`config.mk`:
```
export PLATFORM = sky130hd
export DESIGN_NAME = bf_execute_flat
export DESIGN_NICKNAME = d
export VERILOG_FILES = /design/src/rtl/bf_execute_if.sv /design/src/rtl/bf_execute.sv /design/src/flat_wrapper.sv
export SDC_FILE = /design/constraint.sdc
export NUM_CORES = 1
export LEC_CHECK = 0
export CAP_MARGIN = 20
export CORE_ASPECT_RATIO = 0.6
export CORE_MARGIN = 1.5
export CORE_UTILIZATION = 40
export DETAILED_ROUTE_END_ITERATION = 8
export GPL_TIMING_DRIVEN = 0
export REMOVE_ABC_BUFFERS = 1
export SETUP_SLACK_MARGIN = 0.15
export SLEW_MARGIN = 20
export SYNTH_ARGS = -nofsm -noshare
export SYNTH_HDL_FRONTEND = slang
export SYNTH_SLANG_ARGS = --single-unit
export TNS_END_PERCENT = 1
```
`constraint.sdc`:
```
create_clock -name clk -period 10.01 [get_ports clk]
set_input_delay 1.001 -clock clk [delete_from_list [all_inputs] [get_ports clk]]
set_output_delay 1.001 -clock clk [all_outputs]
set_load 0.01 [all_outputs]
```
`src/rtl/bf_execute_if.sv`:
```
// rtl/bf_execute_if.sv - sequencer <-> execute stage handshake bundle
interface bf_execute_if;
  logic       exec_en;
  logic [7:0] inst;
  logic [7:0] pc;
  logic [7:0] next_pc;
  logic       exec_ready;

  modport master (output exec_en, output inst, output pc, input next_pc, input exec_ready);
  modport slave  (input exec_en, input inst, input pc, output next_pc, output exec_ready);
endinterface

```
`src/rtl/bf_execute.sv`:
```
// rtl/bf_execute.sv - execute stage of the 8-bit Brainfuck core
module bf_execute #(
  parameter int STACK_DEPTH = 8
) (
  input  logic        clk,
  input  logic        rst,
  bf_execute_if.slave ex,
  output logic [7:0]  dp,
  output logic [7:0]  mem_addr,
  input  logic [7:0]  mem_rdata,
  output logic [7:0]  mem_wdata,
  output logic        mem_we,
  output logic [7:0]  prog_addr,
  input  logic [7:0]  prog_rdata,
  output logic [7:0]  out_data,
  output logic        out_valid,
  input  logic        out_ready,
  input  logic [7:0]  in_data,
  input  logic        in_valid,
  output logic        err
);
  localparam int AW  = $clog2(STACK_DEPTH);
  localparam int SPW = AW + 1;

  localparam logic [7:0] OP_RIGHT = 8'h3E;
  localparam logic [7:0] OP_LEFT  = 8'h3C;
  localparam logic [7:0] OP_INC   = 8'h2B;
  localparam logic [7:0] OP_DEC   = 8'h2D;
  localparam logic [7:0] OP_OUT   = 8'h2E;
  localparam logic [7:0] OP_IN    = 8'h2C;
  localparam logic [7:0] OP_JZ    = 8'h5B;
  localparam logic [7:0] OP_JNZ   = 8'h5D;

  // S_RD waits out the memory latency; the cell is captured when leaving it.
  // The forward scan cycles S_SADDR -> S_SWAIT -> S_SCHK per program byte.
  typedef enum logic [3:0] {
    S_IDLE, S_DECODE, S_RD, S_ALU, S_WR, S_OUT, S_IN,
    S_SWAIT, S_SCHK, S_SADDR, S_DONE
  } state_t;

  state_t state_q, state_d;
  logic [7:0] inst_q, inst_d, pc_q, pc_d, dp_q, dp_d, cell_q, cell_d;
  logic [7:0] next_pc_q, next_pc_d, wdata_q, wdata_d, paddr_q, paddr_d;
  logic [7:0] out_data_q, out_data_d, depth_q, depth_d;
  logic       ready_q, ready_d, we_q, we_d, oval_q, oval_d, err_q, err_d;
  logic [SPW-1:0] sp_q, sp_d, sp_top;
  logic       push, fin;
  logic [7:0] fin_pc;
  logic [7:0] stack_mem [STACK_DEPTH];

  assign sp_top = sp_q - SPW'(1);

  // Next-state and next-register computation; fin collapses every completion path.
  always_comb begin
    state_d    = state_q;
    inst_d     = inst_q;
    pc_d       = pc_q;
    dp_d       = dp_q;
    cell_d     = cell_q;
    next_pc_d  = next_pc_q;
    ready_d    = ready_q;
    wdata_d    = wdata_q;
    we_d       = 1'b0;
    paddr_d    = paddr_q;
    out_data_d = out_data_q;
    oval_d     = oval_q;
    err_d      = err_q;
    sp_d       = sp_q;
    depth_d    = depth_q;
    push       = 1'b0;
    fin        = 1'b0;
    fin_pc     = pc_q + 8'd1;
    case (state_q)
      S_IDLE: begin
        if (ex.exec_en) begin
          inst_d  = ex.inst;
          pc_d    = ex.pc;
          state_d = S_DECODE;
        end
      end
      S_DECODE: begin
        case (inst_q)
          OP_RIGHT: begin dp_d = dp_q + 8'd1; fin = 1'b1; end
          OP_LEFT:  begin dp_d = dp_q - 8'd1; fin = 1'b1; end
          OP_INC, OP_DEC, OP_OUT, OP_JZ, OP_JNZ: state_d = S_RD;
          OP_IN:    state_d = S_IN;
          default:  fin = 1'b1;
        endcase
      end
      S_RD: begin
        cell_d  = mem_rdata;
        state_d = S_ALU;
      end
      S_ALU: begin
        case (inst_q)
          OP_INC: begin wdata_d = cell_q + 8'd1; we_d = 1'b1; state_d = S_WR; end
          OP_DEC: begin wdata_d = cell_q - 8'd1; we_d = 1'b1; state_d = S_WR; end
          OP_OUT: begin out_data_d = cell_q; oval_d = 1'b1; state_d = S_OUT; end
          OP_JZ: begin
            if (cell_q != 8'd0) begin
              if (sp_q == SPW'(STACK_DEPTH)) begin
                err_d = 1'b1;
              end else begin
                push = 1'b1;
                sp_d = sp_q + SPW'(1);
              end
              fin = 1'b1;
            end else begin
              depth_d = 8'd1;
              paddr_d = pc_q + 8'd1;
              state_d = S_SWAIT;
            end
          end
          OP_JNZ: begin
            fin = 1'b1;
            if (sp_q == '0) begin
              err_d = 1'b1;
            end else if (cell_q != 8'd0) begin
              fin_pc = stack_mem[sp_top[AW-1:0]] + 8'd1;
            end else begin
              sp_d = sp_top;
            end
          end
          default: fin = 1'b1;
        endcase
      end
      S_WR: fin = 1'b1;
      S_OUT: begin
        if (out_ready) begin
          oval_d = 1'b0;
          fin    = 1'b1;
        end
      end
      S_IN: begin
        if (in_valid) begin
          wdata_d = in_data;
          we_d    = 1'b1;
          state_d = S_WR;
        end
      end
      S_SWAIT: state_d = S_SCHK;
      S_SCHK: begin
        if (prog_rdata == OP_JZ) begin
          depth_d = depth_q + 8'd1;
          state_d = S_SADDR;
        end else if (prog_rdata == OP_JNZ && depth_q == 8'd1) begin
          fin_pc = paddr_q + 8'd1;
          fin    = 1'b1;
        end else begin
          if (prog_rdata == OP_JNZ) depth_d = depth_q - 8'd1;
          state_d = S_SADDR;
        end
      end
      S_SADDR: begin
        if (paddr_q + 8'd1 == pc_q) begin
          err_d = 1'b1;
          fin   = 1'b1;
        end else begin
          paddr_d = paddr_q + 8'd1;
          state_d = S_SWAIT;
        end
      end
      S_DONE: begin
        if (!ex.exec_en) begin
          ready_d = 1'b0;
          state_d = S_IDLE;
        end
      end
      default: state_d = S_IDLE;
    endcase
    if (fin) begin
      next_pc_d = fin_pc;
      ready_d   = 1'b1;
      state_d   = S_DONE;
    end
  end

  // State and datapath registers, all cleared by reset.
  always_ff @(posedge clk or posedge rst) begin
    if (rst) begin
      state_q    <= S_IDLE;
      inst_q     <= 8'd0;
      pc_q       <= 8'd0;
      dp_q       <= 8'd0;
      cell_q     <= 8'd0;
      next_pc_q  <= 8'd0;
      ready_q    <= 1'b0;
      wdata_q    <= 8'd0;
      we_q       <= 1'b0;
      paddr_q    <= 8'd0;
      out_data_q <= 8'd0;
      oval_q     <= 1'b0;
      err_q      <= 1'b0;
      sp_q       <= '0;
      depth_q    <= 8'd0;
    end else begin
      state_q    <= state_d;
      inst_q     <= inst_d;
      pc_q       <= pc_d;
      dp_q       <= dp_d;
      cell_q     <= cell_d;
      next_pc_q  <= next_pc_d;
      ready_q    <= ready_d;
      wdata_q    <= wdata_d;
      we_q       <= we_d;
      paddr_q    <= paddr_d;
      out_data_q <= out_data_d;
      oval_q     <= oval_d;
      err_q      <= err_d;
      sp_q       <= sp_d;
      depth_q    <= depth_d;
    end
  end

  // Return-address storage; contents are only meaningful below sp, so no reset.
  always_ff @(posedge clk) begin
    if (push) stack_mem[sp_q[AW-1:0]] <= pc_q;
  end

  assign ex.next_pc    = next_pc_q;
  assign ex.exec_ready = ready_q;
  assign dp            = dp_q;
  assign mem_addr      = dp_q;
  assign mem_wdata     = wdata_q;
  assign mem_we        = we_q & ~rst;
  assign prog_addr     = paddr_q;
  assign out_data      = out_data_q;
  assign out_valid     = oval_q & ~rst;
  assign err           = err_q;
endmodule
```
`src/flat_wrapper.sv`:
```
// flat-port wrapper written by rule: the top's interface ports become plain ports
module bf_execute_flat 
#(
  parameter int STACK_DEPTH = 8
)
  (clk, rst, dp, mem_addr, mem_rdata, mem_wdata, mem_we, prog_addr, prog_rdata, out_data, out_valid, out_ready, in_data, in_valid, err, ex_exec_en, ex_inst, ex_pc, ex_next_pc, ex_exec_ready);
  bf_execute_if ex_i ();
  input  logic clk;
  input  logic rst;
  output logic [7:0] dp;
  output logic [7:0] mem_addr;
  input  logic [7:0] mem_rdata;
  output logic [7:0] mem_wdata;
  output logic mem_we;
  output logic [7:0] prog_addr;
  input  logic [7:0] prog_rdata;
  output logic [7:0] out_data;
  output logic out_valid;
  input  logic out_ready;
  input  logic [7:0] in_data;
  input  logic in_valid;
  output logic err;
  input wire logic [$bits(ex_i.exec_en)-1:0] ex_exec_en;
  input wire logic [$bits(ex_i.inst)-1:0] ex_inst;
  input wire logic [$bits(ex_i.pc)-1:0] ex_pc;
  output wire logic [$bits(ex_i.next_pc)-1:0] ex_next_pc;
  output wire logic [$bits(ex_i.exec_ready)-1:0] ex_exec_ready;
  assign ex_i.exec_en = ex_exec_en;
  assign ex_i.inst = ex_inst;
  assign ex_i.pc = ex_pc;
  assign ex_next_pc = ex_i.next_pc;
  assign ex_exec_ready = ex_i.exec_ready;
  bf_execute #(.STACK_DEPTH(STACK_DEPTH)) u_core (.clk(clk), .rst(rst), .ex(ex_i), .dp(dp), .mem_addr(mem_addr), .mem_rdata(mem_rdata), .mem_wdata(mem_wdata), .mem_we(mem_we), .prog_addr(prog_addr), .prog_rdata(prog_rdata), .out_data(out_data), .out_valid(out_valid), .out_ready(out_ready), .in_data(in_data), .in_valid(in_valid), .err(err));
endmodule
```
Word level (Yosys, flattened, before mapping)
Memory sizes are Yosys's and may differ from the RTL's. Cells that the tools add are included. Widths: inputs -> output; s select.

Bits in registers: 84. Latch bits: 0. RAM bits: 64. Memory bits (read-only): 0. Input port bits: 45. Output and inout bits: 52. Logic and storage cells: 173. Memories kept: 1.

Add/subtract/negate cells: 11. Multiply operators: 0. Div/mod/pow operators: 0. $lt $le $gt $ge: 0. Equal/unequal tests: 51. Shifts and indexed selects: 0. Multiplexer cells: 65. Bitwise gates (word level): 3. Reductions and logical operators: 27.

Memories: u_core.stack_mem (depth 8, width 8, rd ports 1, clocked after memory_dff 0, write ports 1, line bf_execute.sv:49) `logic [7:0] stack_mem [STACK_DEPTH];`.

Operators with widths (count): $mux 8 (14); $pmux 8 s2 (6); $add 8x1->8 const B (6); $eq 8x6->1 const B (6); $mux 4 (12); $pmux 4 s10 (1); $eq 8x7->1 const B (4); $ne 3x2->1 const B (9); $sub 8x1->8 const B (3); $mux 1 (23); $ne 2x2->1 const B (9); $eq 4x3->1 const B (4); $eq 4x4->1 const B (4); $pmux 4 s2 (2); $reduce_bool 2->1 (7); $pmux 4 s3 (1); $reduce_and 6->1 (2); $pmux 1 s2 (5); $reduce_and 9->1 (1); $eq 4x2->1 const B (2); $eq 8x1->1 const B (1); $eq 8x8->1 (1); $logic_not 4->1 (2); $ne 2x1->1 const B (4); other kinds (22) (28).

Depth between registers and ports, before layout
Gate-level depths: netlist of the first run.

Word-level depth: 7. Depth in mapped cells: 14.

Least setup slack after synthesis of the first run
Ideal clock, no wire load.

Path type: reg2reg. From: register u_core.sp_q[0]. To: register u_core.next_pc_q[2], in the netlist u_core.ex.next_pc[2]. Setup time: 0.125 ns. Arrival: 3.220 ns. Data required time: 9.885 ns. Path slack: 6.665 ns. Stages on the path, launching flop included: 15. Path buffers: 4. Cells stage by stage: dfrtp_1 > buf_2 > buf_4 > inv_1 > ha_1 > buf_2 > buf_1 > mux4_2 > mux2i_1 > inv_1 > ha_1 > xnor2_1 > o211ai_1 > o221ai_1 > mux2_4.

Word-level cells in the longest chain between the ends: 7. Elaborated cells between the ends (all ways): 8. Those cells by class: 2 x add/sub; 4 x mux; 1 x reduce/logical; 1 x memory.

Ends and longest elaborated chain: start, declared (line bf_execute.sv:46) `logic [SPW-1:0] sp_q, sp_d, sp_top;`; start signal, assigned (line bf_execute.sv:210) `sp_q <= sp_d;`; $sub 4x1->4 (line bf_execute.sv:51) `assign sp_top = sp_q - SPW'(1);`; $mem_v2 8x8; $add 8x1->8 (line bf_execute.sv:119) `fin_pc = stack_mem[sp_top[AW-1:0]] + 8'd1;`; $mux 8 (line bf_execute.sv:118) `end else if (cell_q != 8'd0) begin`; $mux 8 * (line bf_execute.sv:116) `if (sp_q == '0) begin`; $mux 8 * (line bf_execute.sv:95) `case (inst_q)`; $pmux 8 s2 * (line bf_execute.sv:73) `case (state_q)`; end signal, assigned (line bf_execute.sv:202) `next_pc_q <= next_pc_d;`; end, declared (line bf_execute.sv:43) `logic [7:0] next_pc_q, next_pc_d, wdata_q, wdata_d, paddr_q, paddr_d;`.

Mark *: on every way between the ends. The rest lies on a longest branch, timed or not. A chain may end at the register's enable or synchronous reset.

Final worst setup path of the first run
From: register u_core.sp_q[0]. To: register u_core.next_pc_q[1], in the netlist u_core.ex.next_pc[1].

Same word-level chain as after synthesis.

==> results of run 1 <==
==> power groups by stage <==
stage                     clock (µW)  sequential [µW]  combinational [µW]
after global placement             0             1000                 797
after floorplan                    0              965                 534
final                            665             1010                 821
after global routing             705             1030                 895
after CTS                        677             1010                 821
after detailed placement           0             1020                 817
==> cells in the mapped netlist, types with 4 or more instances <==
master	instances	share of area
xor2_1	18	0.020
buf_2	8	0.0050
nor2_1	46	0.022
nor2b_1	11	0.0086
dfrtp_1	84	0.26
nand3_1	16	0.010
o31ai_1	7	0.0066
nand4_1	6	0.0047
nand2b_1	12	0.0094
and3_1	8	0.0063
a21o_1	7	0.0066
mux2_2	38	0.054
mux2i_1	14	0.018
a21oi_1	32	0.020
ha_1	20	0.031
clkbuf_1	16	0.0075
o21ai_0	34	0.021
nor3_1	10	0.0063
nor4_1	6	0.0047
nand2_1	48	0.023
edfxtp_1	64	0.24
o221ai_1	5	0.0055
o21bai_1	4	0.0038
o22ai_1	4	0.0031
xnor2_1	24	0.026
inv_1	31	0.015
mux4_2	16	0.045
buf_4	10	0.0094
==> metrics by stage <==
| stage | std cells | utilization | setup slack, ns | area [µm²] |
|---|---|---|---|---|
| after floorplan | 641 | - | 6.58 | 7780 |
| after global placement | 1003 | 0.471 | 5.30 | 9070 |
| after detailed placement | 1006 | 0.474 | 6.00 | 9130 |
| after CTS | 1038 | 0.505 | 5.98 | 9740 |
| after global routing | 1038 | 0.505 | 5.73 | 9740 |
| final | 1038 | 0.505 | 6.03 | 9740 |
==> state kept, by name, summed over array words and instances, names as in the netlist <==
register / cells
u_core.out_data: 8
u_core.pc_q: 8
u_core.sp_q: 4
u_core.we_q: 1
u_core.depth_q: 8
u_core.cell_q: 8
u_core.inst_q: 8
u_core.stack_mem: 64
u_core.err: 1
u_core.mem_wdata: 8
u_core.oval_q: 1
u_core.ex.exec_ready: 1
u_core.state_q: 4
u_core.prog_addr: 8
u_core.dp: 8
u_core.ex.next_pc: 8
==> critical path: cells and delay by family, from the launching register on <==
kind / cells / cell delay (ns)
mux: 4 / 1.22
fa+ha+maj: 2 / 1.16
compound gates: 1 / 0.37
flops: 1 / 0.78
buf+inv: 2 / 0.28
==> routing by layer <==
metal | vias up | wire (µm) | track usage
met5 | - | 0 | 0
met4 | 0 | 206 | 0.0444
met3 | 13 | 1210 | 0.0448
met2 | 169 | 8100 | 0.270
met1 | 2810 | 10000 | 0.307
li1 | 2653 | - | -
==> worst max-delay path by stage <==
stage                               from                   end  slack, ns  cells past startpoint
after floorplan           u_core.sp_q[0]  u_core.ex.next_pc[2]       6.58                     10
after global placement               rst          u_core.dp[4]       5.30                      2
after detailed placement  u_core.sp_q[0]  u_core.ex.next_pc[1]       6.00                      9
after CTS                 u_core.sp_q[0]  u_core.ex.next_pc[1]       5.98                      9
after global routing      u_core.sp_q[0]  u_core.ex.next_pc[1]       5.73                      9
final                     u_core.sp_q[0]  u_core.ex.next_pc[1]       6.03                      9
==> cells by family after synthesis <==
group | share of synthesized area
simple gates | 0.129
mux | 0.122
fa+ha+maj | 0.0364
xor+xnor | 0.0566
buf+inv | 0.0409
compound gates | 0.111
flops | 0.504
==> area by class of cell <==
class / instances / area share
Sequential cell: 148 / 0.413
Multi-Input combinational cell: 461 / 0.375
Timing Repair Buffer: 99 / 0.102
Clock buffer: 17 / 0.0437
Tap cell: 266 / 0.0342
Clock inverter: 15 / 0.0189
Inverter: 32 / 0.0127
==> results.md, run 1 <==
- Die Span Y: 112 µm
- Die area: 20800 µm²
- # setup viols final: 0
- Slowest cell on the critical path: ha_1
- Overflow after GRT: 0
- Post-Synthesis Cell Area: 7980 µm²
- Reg2Reg Setup Slack: 6.03 ns
- Max_cap viols: 0
- Number of global-route vias before repair: 5556
- Yosys cell types: 81
- Yosys synthesis warning count: 0
- H-Tree Level Count: 4
- P_int: 1610 µW
- Setup CP Type: flip-flop to flip-flop
- DR WL/cell: 18.8 µm
- Area growth syn-to-layout: 22.0%
- Worst path required time: 10.29 ns
- Net Sw Frac: 0.355
- I/O pins: 97
- R2R depth: 9
- Leak pwr: 0.00386 µW
- Period Utilization, post-route: 0.398
- Hold path cells: 1
- Iter 0 DRT Violations: 523
- Post-synth top flop: dfrtp_1
- Starting Density: 0.414
- Global-route wire length before repair: 30.9 mm
- Maximum fanout along the worst path: 20
- Fmax: 251 MHz
- CTS tree: done
- Sink Count: 148
- Storage element area: 4030 µm²
- # port buffers: 96
- Post-CTS Hold Fix Bufs: 0
- # Post-CTS Setup Buffers: 0
- Largest net degree at the start of global routing: 53
- Antenna viol nets, final: 0
- Fin crit period: 3.98 ns
- Register area share after synthesis: 0.504
- Sw power: 885 µW
- Hold Startpoint: u_core.dp[7]
- GRT Util Overall: 0.195
- WL final: 19.5 mm
- Clock power share: 0.267
- Core footprint: 19300 µm²
- Final Hold Fails: 0
- Pre-Repair DR Iteration Count: 6
- Hold Path Sink: u_core.dp[7]
- Startpoint Class: flip-flop
- CP endpoint kind: flip-flop
- Tightest Pin Transition: 0.987 ns
- Synthesis-stage register bit count: 148
- CP max stage delay: 0.87 ns
- PwrDens: 256 nW/µm²
- Tot Pwr: 2490 µW
- Status: finished, final reports clean
- Post-synth ARST share: 0.568
- Max Transition Viols Final: 0
- Commonest non-fill, non-tap cell in the layout: clkdlybuf4s50_1
- Vias per Instance: 5.44
- Filler Cell Count: 1676
- Setup TNS Final: 0 ns
- DRC viols: 0
- Clock Tree Buf Depth: 2
- TritonCTS Buffers: 17
- Clock-pin slew on the worst setup and hold paths: 0.07 ns
- # diodes: 0
- Most frequent cells in the layout: 96 x clkdlybuf4s50_1, 83 x dfrtp_1, 64 x edfxtp_1
- Layout cell share with drive strength beyond 1: 0.157
- Worst-Skew Late Latency: 0.42 ns
- CP Cell Sequence: inv_1, ha_1, mux4_2, mux2i_1, inv_1, ha_1, mux2_2, a222oi_1, mux2i_1
- Std-Cell Rows: 39
- Worst Hold Slack: 0.499 ns
- Worst Hold Class: flip-flop to flip-flop
- EDFF count, synth: 64
- VDD IR max: 0.120 mV
- Logic gate share of total power: 0.329
- Reg power frac: 0.404
- R2r startpoint: u_core.sp_q[0]
- Placer Congestion: 0.848
- Post-DP HPWL: 14.3 mm
- Reg2reg end: u_core.ex.next_pc[1]
- RSZ-0062 raised after global routing: false
- Clock Tree Root: clkbuf_16
- Avg Inst Size Synth: 11.8 µm²
- Area of the multi-input gates: 3650 µm²
- Syn Inst Count: 678
- Max_slew headroom: 0.340
- Arr. time, crit path: 4.26 ns
- Die X: 185 µm
- Vias: 5645
- Initial antenna violation count: 0
- Nets@finish: 826
- Final Skew: 0.00893 ns
- Post-CTS sizing: 0
(Power assumes the default switching activity.)
==> run 2, diff against run 1 <==
==> constraint.sdc (replaced) <==
create_clock -name clk -period 3.3 [get_ports clk]
set_input_delay 0.33 -clock clk [delete_from_list [all_inputs] [get_ports clk]]
set_output_delay 0.33 -clock clk [all_outputs]
set_load 0.01 [all_outputs]
==> run 2 against run 1 <==
Effect of this change:
- non-clock buffer count up 11
- register-to-register slack got worse by 5.9 ns
- largest cell class unchanged
- die area stayed put
- clock skew is 0.00094 ns higher
- combinational power rose to 3.1 times the previous value
- sequential power increased to 3.0 times the previous value
- utilization is 0.70 points higher
- cell count rose by 1.1%
- clock power increased to 3.0 times the previous value
- total power grew to 3.1 times the previous value
==> results.md, run 2 (synthesis results as in run 1) <==
- Status: finished, final reports clean
- Clock-pin slew on the worst setup and hold paths: 0.07 ns (about the same)
- Pre-Repair DR Iteration Count: 5 (-1)
- Fmax: 318 MHz (+27%)
- Post-CTS Hold Fix Bufs: 0 (unchanged)
- Maximum fanout along the worst path: 12 (-40%)
- Slowest cell on the critical path: dfrtp_4
- Final Hold Fails: 0 (unchanged)
- # port buffers: 96 (unchanged)
- H-Tree Level Count: 4 (unchanged)
- Clock Tree Buf Depth: 2 (unchanged)
- P_int: 4900 µW (+200%)
- Fin worst setup slack: 0.153 ns (-5.87 ns)
- Worst-Skew Late Latency: 0.42 ns (about the same)
- Clock power share: 0.265 (-0.002)
- Starting Density: 0.414 (unchanged)
- CP Cell Sequence: inv_1, ha_4, mux4_2, mux2i_2, inv_1, ha_1, mux2_2, a222oi_1, mux2i_1
- CP endpoint kind: flip-flop
- Reg2Reg Setup Slack: 0.15 ns (-5.87 ns)
- DR WL/cell: 18.9 µm (+0.28%)
- Max reg flops: 64 (unchanged)
- Iter 0 DRT Violations: 518 (-0.96%)
- WL final: 19.8 mm (+1.3%)
- Sink Count: 148 (unchanged)
- Sw power: 2710 µW (+210%)
- Startpoint Class: flip-flop
- Tightest Pin Transition: 0.984 ns (-0.00250 ns)
- Max_cap viols: 0 (unchanged)
- TritonCTS Buffers: 17 (unchanged)
- Vias: 5697 (+0.92%)
- Period Utilization, post-route: 0.954 (+0.556)
- Reg2reg end: u_core.ex.next_pc[1]
- Worst Hold Class: primary input to asynchronous set/reset pin
- Initial antenna violation count: 0 (unchanged)
- Most frequent cells in the layout: 96 x clkdlybuf4s50_1, 83 x dfrtp_1, 64 x edfxtp_1
- Largest net degree at the start of global routing: 53 (unchanged)
- Setup CP Type: flip-flop to flip-flop
- Post-DP HPWL: 14.3 mm (unchanged)
- Die X: 185 µm (unchanged)
- R2r startpoint: u_core.sp_q[0]
- Met3 Use GR: 0.0448 (unchanged)
- Max_slew headroom: 0.341 (+0.00108)
- Antenna viol nets, final: 0 (unchanged)
- Clock Tree Root: clkbuf_16
- Placer Congestion: 0.848 (unchanged)
- GRT Util Overall: 0.197 (+0.00142)
- Logic gate share of total power: 0.333 (+0.004)
- R2R depth: 9 (unchanged)
- Fin crit period: 3.15 ns (-0.837 ns)
- # setup viols final: 0 (unchanged)
- Area growth syn-to-layout: 23.7%
- Final Skew: 0.00987 ns (+0.000944 ns)
- PwrDens: 771 nW/µm² (+200%)
- Number of global-route vias before repair: 5557 (+0.018%)
- Max Transition Viols Final: 0 (unchanged)
- Commonest non-fill, non-tap cell in the layout: clkdlybuf4s50_1
- Overflow after GRT: 0 (unchanged)
- GRT busiest layer: met1
- # diodes: 0 (unchanged)
- GR Util met1: 0.310 (+0.00340)
- VDD IR max: 0.365 mV (+200%)
- Std-Cell Rows: 39 (unchanged)
- Core footprint: 19300 µm² (unchanged)
- Leak pwr: 0.00392 µW (+1.4%)
- Arr. time, crit path: 3.42 ns (-0.84 ns)
- Die area: 20800 µm² (unchanged)
- CP max stage delay: 0.58 ns (-0.29 ns)
- I/O pins: 97 (unchanged)
- Layout cell share with drive strength beyond 1: 0.175 (+0.0182)
- Vias per Instance: 5.43 (-0.14%)
- Reg power frac: 0.402 (-0.002)
- Post-Place Setup Slack: -0.714 ns (-6.71 ns)
- CTS tree: done
- Cell mode on critical path: inv_1
- Worst path required time: 3.58 ns (-6.71 ns)
- Post-Layout Cell Count: 1049 (+1.1%)
- Global-route wire length before repair: 31.1 mm (+0.65%)
- Cell count after placement: 1006 (unchanged)
- Die Span Y: 112 µm (unchanged)
- Nets@finish: 837 (+1.3%)
- RSZ-0062 raised after global routing: true
- Net Sw Frac: 0.356 (+0.000681)
- DRC viols: 0 (unchanged)
- Met2 Usage GRT: 0.271 (+0.000999)
## run 2: cell types whose count changed in the layout (fill, tap and decap cells not counted), sizes merged
| cell | before | now |
|---|---|---|
| buf | 3 | 14 |
## run 2: final cells by class
class | instances | area (µm²)
fill | 1676 | 9400
clock buffer | 17 | 425
multi-input combinational | 461 | 3700
tap | 266 | 333
inverter | 32 | 124
timing repair buffer | 110 | 1080
sequential | 148 | 4030
clock inverter | 15 | 184
## run 2: power by group through the flow
stage	combinational, µW	sequential (µW)	clock [µW]
6_report	2530	3060	2020
5_1_grt	2760	3130	2140
4_1_cts	2520	3050	2060
3_5_place_dp	2480	3090	0
3_3_place_gp	2420	3040	0
2_1_floorplan	1620	2930	0
## run 2: worst max path at each step
stage / startpoint / to / slack, ns
finish: u_core.sp_q[0] / u_core.ex.next_pc[1] / 0.15
global route: u_core.inst_q[3] / u_core.dp[7] / 0.002
CTS: u_core.sp_q[0] / u_core.ex.next_pc[1] / 0.03
detailed placement: u_core.sp_q[0] / u_core.ex.next_pc[1] / -0.71
global placement: u_core.sp_q[0] / u_core.ex.next_pc[1] / -1.12
floorplan: u_core.sp_q[0] / u_core.ex.next_pc[2] / -0.13
## run 2: per-layer routing
metal  wire length [µm]  vias to the layer above
li1                   -                     2677
met1              10200                     2840
met2               8200                      166
met3               1170                       14
met4                195                        0
met5                  0                        -
## run 2: critical path: cells and delay by family, from the launching register on
kind / cells / cell delay, ns
compound gates: 1 / 0.39
fa+ha+maj: 2 / 0.72
buf+inv: 2 / 0.23
flops: 1 / 0.58
mux: 4 / 1.08
## run 2: per-stage QoR
stage	cell area [µm²]	util	hold WS (ns)	setup TNS [ns]	total power (µW)
6_report	9880	0.512	0.463	0	7610
5_1_grt	9880	0.512	0.506	0	8030
4_1_cts	9790	0.508	0.480	0	7620
3_5_place_dp	9130	0.474	0.485	-3.90	5560
3_3_place_gp	9070	0.471	0.482	-79.99	5460
2_1_floorplan	7780	-	0.447	-0.366	4550
## run 2: what timing repair did
| action | in CTS | in global routing |
|---|---|---|
| pin swaps | 0 | 2 |
| endpoints found under the setup margin | 13 | 10 |
| resized for setup | 5 | 5 |
| setup buffers | 1 | 10 |
==> run 3, diff against run 2 <==
--- a/config.mk
+++ b/config.mk
@@ -6,11 +6,14 @@
 export NUM_CORES = 1
 export LEC_CHECK = 0
 export CAP_MARGIN = 20
-export CORE_ASPECT_RATIO = 0.6
+export CELL_PAD_IN_SITES_DETAIL_PLACEMENT = 2
+export CELL_PAD_IN_SITES_GLOBAL_PLACEMENT = 2
+export CORE_ASPECT_RATIO = 1.2
 export CORE_MARGIN = 1.5
-export CORE_UTILIZATION = 40
+export CORE_UTILIZATION = 34
 export DETAILED_ROUTE_END_ITERATION = 8
 export GPL_TIMING_DRIVEN = 0
+export PLACE_DENSITY_LB_ADDON = 0.1
 export REMOVE_ABC_BUFFERS = 1
 export SETUP_SLACK_MARGIN = 0.15
 export SLEW_MARGIN = 20
==> run 3 against run 2 <==
Effect of this change:
- utilization shrank 8.5 points
- global-route usage shrank 0.17 points
- critical path type unchanged
- total power shrank 1.2%
- die area grew 17%
- sequential share of layout area is essentially flat
- routed wire length grew 14%
- fmax grew 3.8%
- largest cell class unchanged
- combinational power grew 2%
==> results.md, run 3 (synthesis results as in run 1) <==
- Post-DP HPWL: 16.3 mm (+14%)
- Worst path required time: 3.64 ns (+0.06 ns)
- Max reg flops: 64 (unchanged)
- Final Skew: 0.0141 ns (+0.00426 ns)
- Number of global-route vias before repair: 6449 (+16%)
- Core Util, Final: 0.427 (-0.0850)
- Overflow after GRT: 0 (unchanged)
- Final Hold Fails: 0 (unchanged)
- Pre-Repair DR Iteration Count: 4 (-1)
- Clock Tree Root: clkbuf_16
- Layout cell share with drive strength beyond 1: 0.172 (-0.00317)
- # setup viols final: 0 (unchanged)
- VDD IR max: 0.307 mV (-16%)
- Clock Tree Buf Depth: 2 (unchanged)
- Period Utilization, post-route: 0.919 (-0.0349)
- Starting Density: 0.345 (-0.0690)
- Leak pwr: 0.00388 µW (-0.95%)
- Setup CP Type: flip-flop to flip-flop
- GRT Util Overall: 0.195 (-0.00170)
- Maximum fanout along the worst path: 8 (-4)
- Post-Place Setup Slack: -0.746 ns (-0.0316 ns)
- CTS tree: done
- Most frequent cells in the layout: 96 x clkdlybuf4s50_1, 81 x dfrtp_1, 64 x edfxtp_1
- H-Tree Level Count: 4 (unchanged)
- Post-Layout Cell Count: 1095 (+4.4%)
- Status: finished, final reports clean
- Max_slew headroom: 0.301 (-0.0406)
- Area growth syn-to-layout: 23.8% (about the same)
- WL final: 22.7 mm (+14%)
- Commonest non-fill, non-tap cell in the layout: clkdlybuf4s50_1
- Worst Hold Class: primary input to asynchronous set/reset pin
- CP endpoint kind: flip-flop
- Startpoint Class: flip-flop
- Largest net degree at the start of global routing: 70 (+32%)
- Vias: 5732 (+0.61%)
- Worst-Skew Late Latency: 0.44 ns (+0.02 ns)
- DR WL/cell: 20.7 µm (+9.6%)
- # diodes: 0 (unchanged)
- I/O pins: 97 (unchanged)
- Core footprint: 23100 µm² (+20%)
- Max Transition Viols Final: 0 (unchanged)
- Die area: 24400 µm² (+17%)
- Iter 0 DRT Violations: 186 (-64%)
- Fin crit period: 3.03 ns (-0.115 ns)
- TritonCTS Buffers: 17 (unchanged)
- RSZ-0062 raised after global routing: true
- # port buffers: 96 (unchanged)
- Std-Cell Rows: 61 (+56%)
- Antenna viol nets, final: 0 (unchanged)
- Die X: 143 µm (-23%)
- Placer Congestion: 0.749 (-12%)
- Fin worst setup slack: 0.268 ns (+0.115 ns)
- Tightest Pin Transition: 1.04 ns (+0.0565 ns)
- Max_cap viols: 0 (unchanged)
- Global-route wire length before repair: 35.8 mm (+15%)
- PwrDens: 760 nW/µm² (-1.3%)
- Arr. time, crit path: 3.38 ns (-0.04 ns)
- Fmax: 330 MHz (+3.8%)
- Sink Count: 148 (unchanged)
- Die Span Y: 171 µm (+52%)
- Cell count after placement: 1056 (+5.0%)
- Post-CTS Hold Fix Bufs: 0 (unchanged)
- Clock-pin slew on the worst setup and hold paths: 0.07 ns (about the same)
- Initial antenna violation count: 0 (unchanged)
- Worst Hold Slack: 0.251 ns (-0.212 ns)
- Nets@finish: 834 (-0.36%)
- Vias per Instance: 5.23 (-3.6%)
- DRC viols: 0 (unchanged)
## run 3: changes by cell type in the layout (fill, tap and decap cells not counted), moves of 2 or more
cell,delta
dfrtp_2,+2
buf_4,-3
clkinv_4,+2
dfrtp_1,-2
bufinv_16,-2
## run 3: where the power goes
part	switching (µW)	internal, µW	leakage, µW
combinational	1220	1360	0.00201
sequential	648	2400	0.00160
clock	885	1000	0.000273
total	2760	4760	0.00388
## run 3: path summary, 6_finish.rpt
check	from	cells past startpoint	endpoint	slack, ns
max	u_core.inst_q[4]	12	u_core.mem_wdata[6]	0.27
min	rst	2	u_core.mem_wdata[3]	0.25
max reg2reg	u_core.inst_q[4]	12	u_core.mem_wdata[6]	0.27
min reg2reg	u_core.out_data[3]	1	u_core.out_data[3]	0.52
max in group asynchronous	rst	3	u_core.sp_q[0]	2.38
min in group clk	mem_rdata[0]	3	u_core.cell_q[0]	0.47
## run 3: metrics by stage
step,instance area [µm²],power [µW],TNS [ns]
CTS,9840,7610,0
finish,9890,7520,0
global placement,9130,5520,-112.97
floorplan,7780,4550,-0.366
global route,9890,7990,0
detailed placement,9210,5680,-4.38
## run 3: routing by layer
layer	routed length, µm	up-vias	GRT usage
li1	-	2663	-
met1	9350	2970	0.226
met2	12600	79	0.370
met3	460	20	0.0316
met4	256	0	0.0498
met5	0	-	0
## run 3: final cells by class
cell class	instances	area [µm²]
clock buffer	18	429
clock inverter	14	138
fill	2355	13200
inverter	32	126
multi-input combinational	461	3700
sequential	148	4030
tap	315	394
timing repair buffer	107	1070
## run 3: worst max-delay path: stages (launching register included)
cell	delay [ns]
dfrtp_1	0.41
or4b_4	0.58
nor4_2	0.25
buf_4	0.23
inv_1	0.08
fa_1	0.45
nor2b_1	0.20
o21ai_0	0.11
nand2b_1	0.12
a21o_1	0.13
a21oi_1	0.07
xor2_1	0.15
o21ai_0	0.15
## run 3: repair_timing
item                                    4_1_cts  5_1_grt
pin swaps                                     1        1
endpoints found under the setup margin       23       12
setup buffers                                 4        3
gates resized for setup                       6        5
